File: src/rtl/hazard_pkg.sv
// Shared types for the pipeline hazard controller: FSM states,
// counter width and the prioritised stall-cause encoding.
package hazard_pkg;

    typedef enum logic {
        RUN,
        MEM_WAIT
    } state_t;

    localparam int CNT_W = 32;

    typedef enum logic [1:0] {
        NONE,
        MEM,
        LOAD_USE,
        FLUSH
    } cause_t;

    // Memory stall beats load-use, which beats a taken branch.
    function automatic cause_t stallCause(
        input logic memStall,
        input logic loadUse,
        input logic branch
    );
        if (memStall) return MEM;
        else if (loadUse) return LOAD_USE;
        else if (branch) return FLUSH;
        else return NONE;
    endfunction

endpackage

File: src/rtl/hazard_wait_timer.sv
// Saturating memory-wait counter with a sticky timeout flag.
// The flag can only be cleared by reset.
module hazard_wait_timer #(
    parameter int unsigned TIMEOUT_CYCLES = 255
) (
    input  logic clk_i,
    input  logic rst_i,
    input  logic clear,
    input  logic countEn,
    output logic timeout
);
    import hazard_pkg::*;

    localparam logic [15:0] LIMIT = 16'(TIMEOUT_CYCLES);

    logic [15:0] waitCnt;

    always_ff @(posedge clk_i or negedge rst_i) begin
        if (!rst_i) begin
            waitCnt <= '0;
            timeout <= 1'b0;
        end else if (clear) begin
            waitCnt <= '0;
        end else if (countEn) begin
            if (waitCnt != LIMIT) waitCnt <= waitCnt + 16'd1;
            // Flag lands on the same edge the count reaches the limit.
            if (waitCnt >= LIMIT - 16'd1) timeout <= 1'b1;
        end
    end

endmodule

File: src/rtl/hazard_ctrl.sv
// Pipeline hazard/stall sequencer: memory freeze, load-use bubble, branch flush.
// Optional perf counters are built when HAZARD_PERF_CNT_EN is defined.
module hazard_ctrl #(
    parameter int unsigned TIMEOUT_CYCLES = 255
) (
    input  logic        clk_i,
    input  logic        rst_i,
    input  logic [4:0]  IF_ID_RsAddr_i,
    input  logic [4:0]  IF_ID_RtAddr_i,
    input  logic        ID_EX_MemRead_i,
    input  logic [4:0]  ID_EX_RtAddr_i,
    input  logic        Branch_Taken_i,
    input  logic        MEM_Access_i,
    input  logic        Mem_Ready_i,
    output logic        PC_Write_o,
    output logic        IF_ID_Write_o,
    output logic        IF_ID_Flush_o,
    output logic        ID_EX_Bubble_o,
    output logic        Stall_o,
    output logic        Mem_Timeout_o,
    output logic [31:0] LoadUse_Cnt_o,
    output logic [31:0] MemStall_Cnt_o,
    output logic [31:0] Flush_Cnt_o
);
    import hazard_pkg::*;

    state_t state;
    cause_t cause;
    logic   memStall;
    logic   loadUse;

    assign memStall = (state == RUN) ? (MEM_Access_i && !Mem_Ready_i)
                                     : !Mem_Ready_i;

    assign loadUse = ID_EX_MemRead_i && (ID_EX_RtAddr_i != 5'd0) &&
                     ((ID_EX_RtAddr_i == IF_ID_RsAddr_i) ||
                      (ID_EX_RtAddr_i == IF_ID_RtAddr_i));

    assign cause = stallCause(memStall, loadUse, Branch_Taken_i);

    always_ff @(posedge clk_i or negedge rst_i) begin
        if (!rst_i) begin
            state <= RUN;
        end else begin
            unique case (state)
                RUN:      if (memStall) state <= MEM_WAIT;
                MEM_WAIT: if (Mem_Ready_i) state <= RUN;
            endcase
        end
    end

    always_comb begin
        PC_Write_o     = 1'b0;
        IF_ID_Write_o  = 1'b0;
        IF_ID_Flush_o  = 1'b0;
        ID_EX_Bubble_o = 1'b0;
        Stall_o        = 1'b0;
        // Everything stays low while reset is held.
        if (rst_i) begin
            unique case (cause)
                MEM: begin
                    Stall_o = 1'b1;
                end
                LOAD_USE: begin
                    ID_EX_Bubble_o = 1'b1;
                end
                FLUSH: begin
                    PC_Write_o    = 1'b1;
                    IF_ID_Write_o = 1'b1;
                    IF_ID_Flush_o = 1'b1;
                end
                NONE: begin
                    PC_Write_o    = 1'b1;
                    IF_ID_Write_o = 1'b1;
                end
            endcase
        end
    end

    hazard_wait_timer #(
        .TIMEOUT_CYCLES(TIMEOUT_CYCLES)
    ) u_timer (
        .clk_i  (clk_i),
        .rst_i  (rst_i),
        .clear  ((state == RUN) && memStall),
        .countEn((state == MEM_WAIT) && !Mem_Ready_i),
        .timeout(Mem_Timeout_o)
    );

`ifdef HAZARD_PERF_CNT_EN
    logic [CNT_W-1:0] luCnt;
    logic [CNT_W-1:0] msCnt;
    logic [CNT_W-1:0] flCnt;

    always_ff @(posedge clk_i or negedge rst_i) begin
        if (!rst_i) begin
            luCnt <= '0;
            msCnt <= '0;
            flCnt <= '0;
        end else begin
            luCnt <= luCnt + CNT_W'(ID_EX_Bubble_o);
            msCnt <= msCnt + CNT_W'(Stall_o);
            flCnt <= flCnt + CNT_W'(IF_ID_Flush_o);
        end
    end

    assign LoadUse_Cnt_o  = luCnt;
    assign MemStall_Cnt_o = msCnt;
    assign Flush_Cnt_o    = flCnt;
`else
    assign LoadUse_Cnt_o  = '0;
    assign MemStall_Cnt_o = '0;
    assign Flush_Cnt_o    = '0;
`endif

endmodule

File: config.mk
export PLATFORM = sky130hd
export DESIGN_NAME = hazard_ctrl
export DESIGN_NICKNAME = d
export VERILOG_FILES = /design/src/rtl/hazard_pkg.sv /design/src/rtl/hazard_wait_timer.sv /design/src/rtl/hazard_ctrl.sv
export SDC_FILE = /design/constraint.sdc
export NUM_CORES = 1
export LEC_CHECK = 0
export ABC_AREA = 1
export CAP_MARGIN = 5
export CORE_MARGIN = 4
export CORE_UTILIZATION = 43
export DETAILED_ROUTE_END_ITERATION = 12
export PLACE_DENSITY = 0.88
export REMOVE_ABC_BUFFERS = 1
export SYNTH_ARGS = -nofsm -noshare
export SYNTH_HDL_FRONTEND = slang
export SYNTH_SLANG_ARGS = --single-unit
File: constraint.sdc
create_clock -name clk_i -period 4.2 [get_ports clk_i]
set_clock_uncertainty 0.15 [all_clocks]
set_input_delay 0.42 -clock clk_i [delete_from_list [all_inputs] [get_ports clk_i]]
set_output_delay 0.42 -clock clk_i [all_outputs]
set_load 0.005 [all_outputs]
==> impl_metrics.env <==
export IMPL_top_usage_layer="met2"
export IMPL_crit_family="buffers and inverters"
export IMPL_synth_area_leaders="buf_4 32%, dfrtp_1 20%, nand2_1 14%"
export IMPL_hold_violations=0
export IMPL_synth_area_mm2=0.00224
export IMPL_endpoint="PC_Write_o"
export IMPL_r2r_start="state"
export IMPL_core_mm2=0.00507
export IMPL_yosysTopAreaCell="buf_4"
export IMPL_slew_viol_final=0
export IMPL_path_cells="clkdlybuf4s50_1 > inv_1 > nand2_1 > nand2_1 > nor2_1 > nand3_1 > nand2_1 > nand2_1 > a21oi_1 > ha_1 > nand2_1 > inv_1 > clkdlybuf4s50_1"
export IMPL_antenna_diode_count=0
export IMPL_cts_made_buffers=3
export IMPL_clk_pin_slew_ps=70
export IMPL_post_cts_resized=0
export IMPL_h_tree_depth=1
export IMPL_clock_path_buffers=2
export IMPL_avgSynthCellArea_um2=6.88
export IMPL_final_area_mm2=0.00223
export IMPL_r2r_end="u_timer.waitCnt[14]"
export IMPL_grt_pass1_vias=1525
export IMPL_max_clock_freq_mhz=331
export IMPL_cts_sinks=18
export IMPL_fp_row_count=26
export IMPL_outcome="finished clean"
export IMPL_place_hpwl_mm=3.32
export IMPL_crit_arrival_ps=2460
export IMPL_vias=1734
export IMPL_portBuffers=26
export IMPL_die_height_um=80.2
export IMPL_ios=123
export IMPL_dieArea_mm2=0.00643
export IMPL_cp_end_kind="primary output"
export IMPL_grt_first_pass_wirelength_mm=6.54
export IMPL_drc_errors=0
export IMPL_grt_ovfl_total=0
export IMPL_period_minus_slack_ps=3030
export IMPL_die_x_um=80.2
export IMPL_fin_tns_setup_ps=0
export IMPL_wl_per_cell_um=9.36
export IMPL_crit_start="ID_EX_RtAddr_i[0]"
export IMPL_synth_warnings=0
export IMPL_synth_cell_types=27
export IMPL_critical_path_max_stage_delay_ps=520
export IMPL_hold_class="reg2reg"
export IMPL_setup_violations_final=0
export IMPL_finalCritPeriodShare_pct=72.0
export IMPL_gp_congestion=0.830
export IMPL_rsz0062_at_grt="false"
export IMPL_multiInputGateArea_mm2=0.00125
export IMPL_dr_pass1_iters=4
export IMPL_met1_usage_pct=14.8
export IMPL_path_class="in2out"
export IMPL_drt_first_iter_violations=90
export IMPL_gr_usage_met3_pct=2.47
export IMPL_fin_nets=378
export IMPL_cts_root_buf="clkbuf_8"
export IMPL_worst_path_max_delay_cell="clkdlybuf4s50_1"
export IMPL_vias_per_cell=4.12
export IMPL_async_flop_share_pct=100
export IMPL_grt_use_met2_pct=22.7
export IMPL_synth_common_cells="97 x buf_4, 82 x nand2_1, 32 x inv_1, 25 x nor2_1, 18 x dfrtp_1"
export IMPL_cts_setup_buffers=0
export IMPL_grt_max_degree=26
export IMPL_syn_inst=326
export IMPL_p_leak_nw=1.27
export IMPL_cp_required_ps=3630
export IMPL_drive_gt1_share_pct=7.12
export IMPL_crit_top_cell="nand2_1"
export IMPL_drv_cap=0
export IMPL_dpl_instance_area_mm2=0.00219
export IMPL_synthFlopType="dfrtp_1"
export IMPL_cts_tree="yes"
export IMPL_ys_seq_area_share_pct=20.1
export IMPL_max_vdd_ir_drop_mv=0.0980
export IMPL_r2r_cells=8
export IMPL_ys_seq_elements=18
export IMPL_start_util_pct=44.2
export IMPL_nFillCells=519
export IMPL_crit_path_max_fanout=4
export IMPL_synth_most_common_cell="buf_4"
export IMPL_synth_top_area_share_pct=32.5
export IMPL_p_per_area_mw_per_mm2=214
export IMPL_antenna_found_initial=0
export IMPL_reg2reg_slack_ps=2280
export IMPL_clkLatencyLatePin_ps=260
export IMPL_synth_edf_count=0
export IMPL_worst_path_buf_inv=4
export IMPL_start_kind="primary input"
export IMPL_seq_area_um2=450
export IMPL_antenna_left=0
export IMPL_syn_to_final_growth_pct=-0.446
export IMPL_cts_hold_fix_buffers=0
export IMPL_grt_usage_pct=12.5
export IMPL_hold_ws_ps=309
export IMPL_path_depth=13
export IMPL_drt_total_wl_mm=3.94
[worst reg2reg max path, delay by kind of cell (launching register included)]
family	cells	cell delay [ps]
AND/OR/NAND/NOR	7	1150
flip-flops	1	400
buffers and inverters	1	170
[kinds of logic after synthesis]
group / share of synthesized area (%)
adders and majority gates: 2.23
buffers and inverters: 40.1
and+or+nand+nor: 27.7
DFF: 20.1
AOI/OAI and AO/OA: 5.86
xor gates and xnor gates: 3.91
other: 0.167
[power by group]
| group | leakage [nW] | total (mW) | internal [mW] | switching [mW] |
|---|---|---|---|---|
| registers | 0.240 | 0.209 | 0.189 | 0.0203 |
| clock network | 0.0216 | 0.121 | 0.0639 | 0.0575 |
| logic | 1.01 | 0.147 | 0.0597 | 0.0872 |
[per-layer routing]
layer / share of wire, % / wire, um
met5: 0 / 0
met1: 37 / 1460
met2: 51 / 2000
met3: 11 / 422
met4: 1.4 / 55
[worst min path at each step]
stage	startpoint	to	slack [ps]	depth (start not counted)
after global placement	u_timer.timeout	u_timer.timeout	300	2
after floorplan	rst_i	state	-30	0
after global routing	u_timer.timeout	u_timer.timeout	340	2
after CTS	u_timer.timeout	u_timer.timeout	320	2
after detailed placement	u_timer.timeout	u_timer.timeout	300	2
final	u_timer.timeout	u_timer.timeout	310	2
[sequential cells by signal, summed over array words and instances (netlist names)]
| signal | count |
|---|---|
| state | 1 |
| u_timer.waitCnt | 16 |
| u_timer.timeout | 1 |
[stage by stage]
stage,util [%],instances,setup WS (ps),total power [mW]
after detailed placement,43.2,418,1160,0.357
after global routing,44.0,421,971,0.510
after global placement,43.2,418,1200,0.353
after CTS,44.0,421,1160,0.479
final,44.0,421,1170,0.477
after floorplan,-,321,2270,0.306
[cell usage in the layout, fill, tap and decap left out]
master	netlist	layout
nand3b_1	1	1
o21ai_1	1	1
or2_2	1	1
xnor2_1	5	5
conb_1	1	96
nor2_2	1	1
inv_1	32	32
nand2_1	82	82
nor2_4	1	1
o21ai_0	6	6
nand2_2	1	1
nand2_8	1	1
nor2_8	1	1
a21oi_1	2	2
nand2_4	2	2
o31ai_1	1	1
o21ai_2	9	9
nand4_1	7	7
dfrtp_1	18	18
buf_4	97	1
inv_2	4	4
nand3_1	15	15
nor2_1	25	25
xor2_1	5	5
clkbuf_8	0	3
clkdlybuf4s50_1	0	26
ha_1	4	4
[final cells by class]
class | instances | share of cell area [%]
Tap cell | 70 | 3.92
Multi-Input combinational cell | 267 | 56.0
Inverter | 36 | 6.05
Clock buffer | 3 | 1.85
Sequential cell | 18 | 20.2
Timing Repair Buffer | 27 | 12.0
Power figures use the tool's default switching activity.
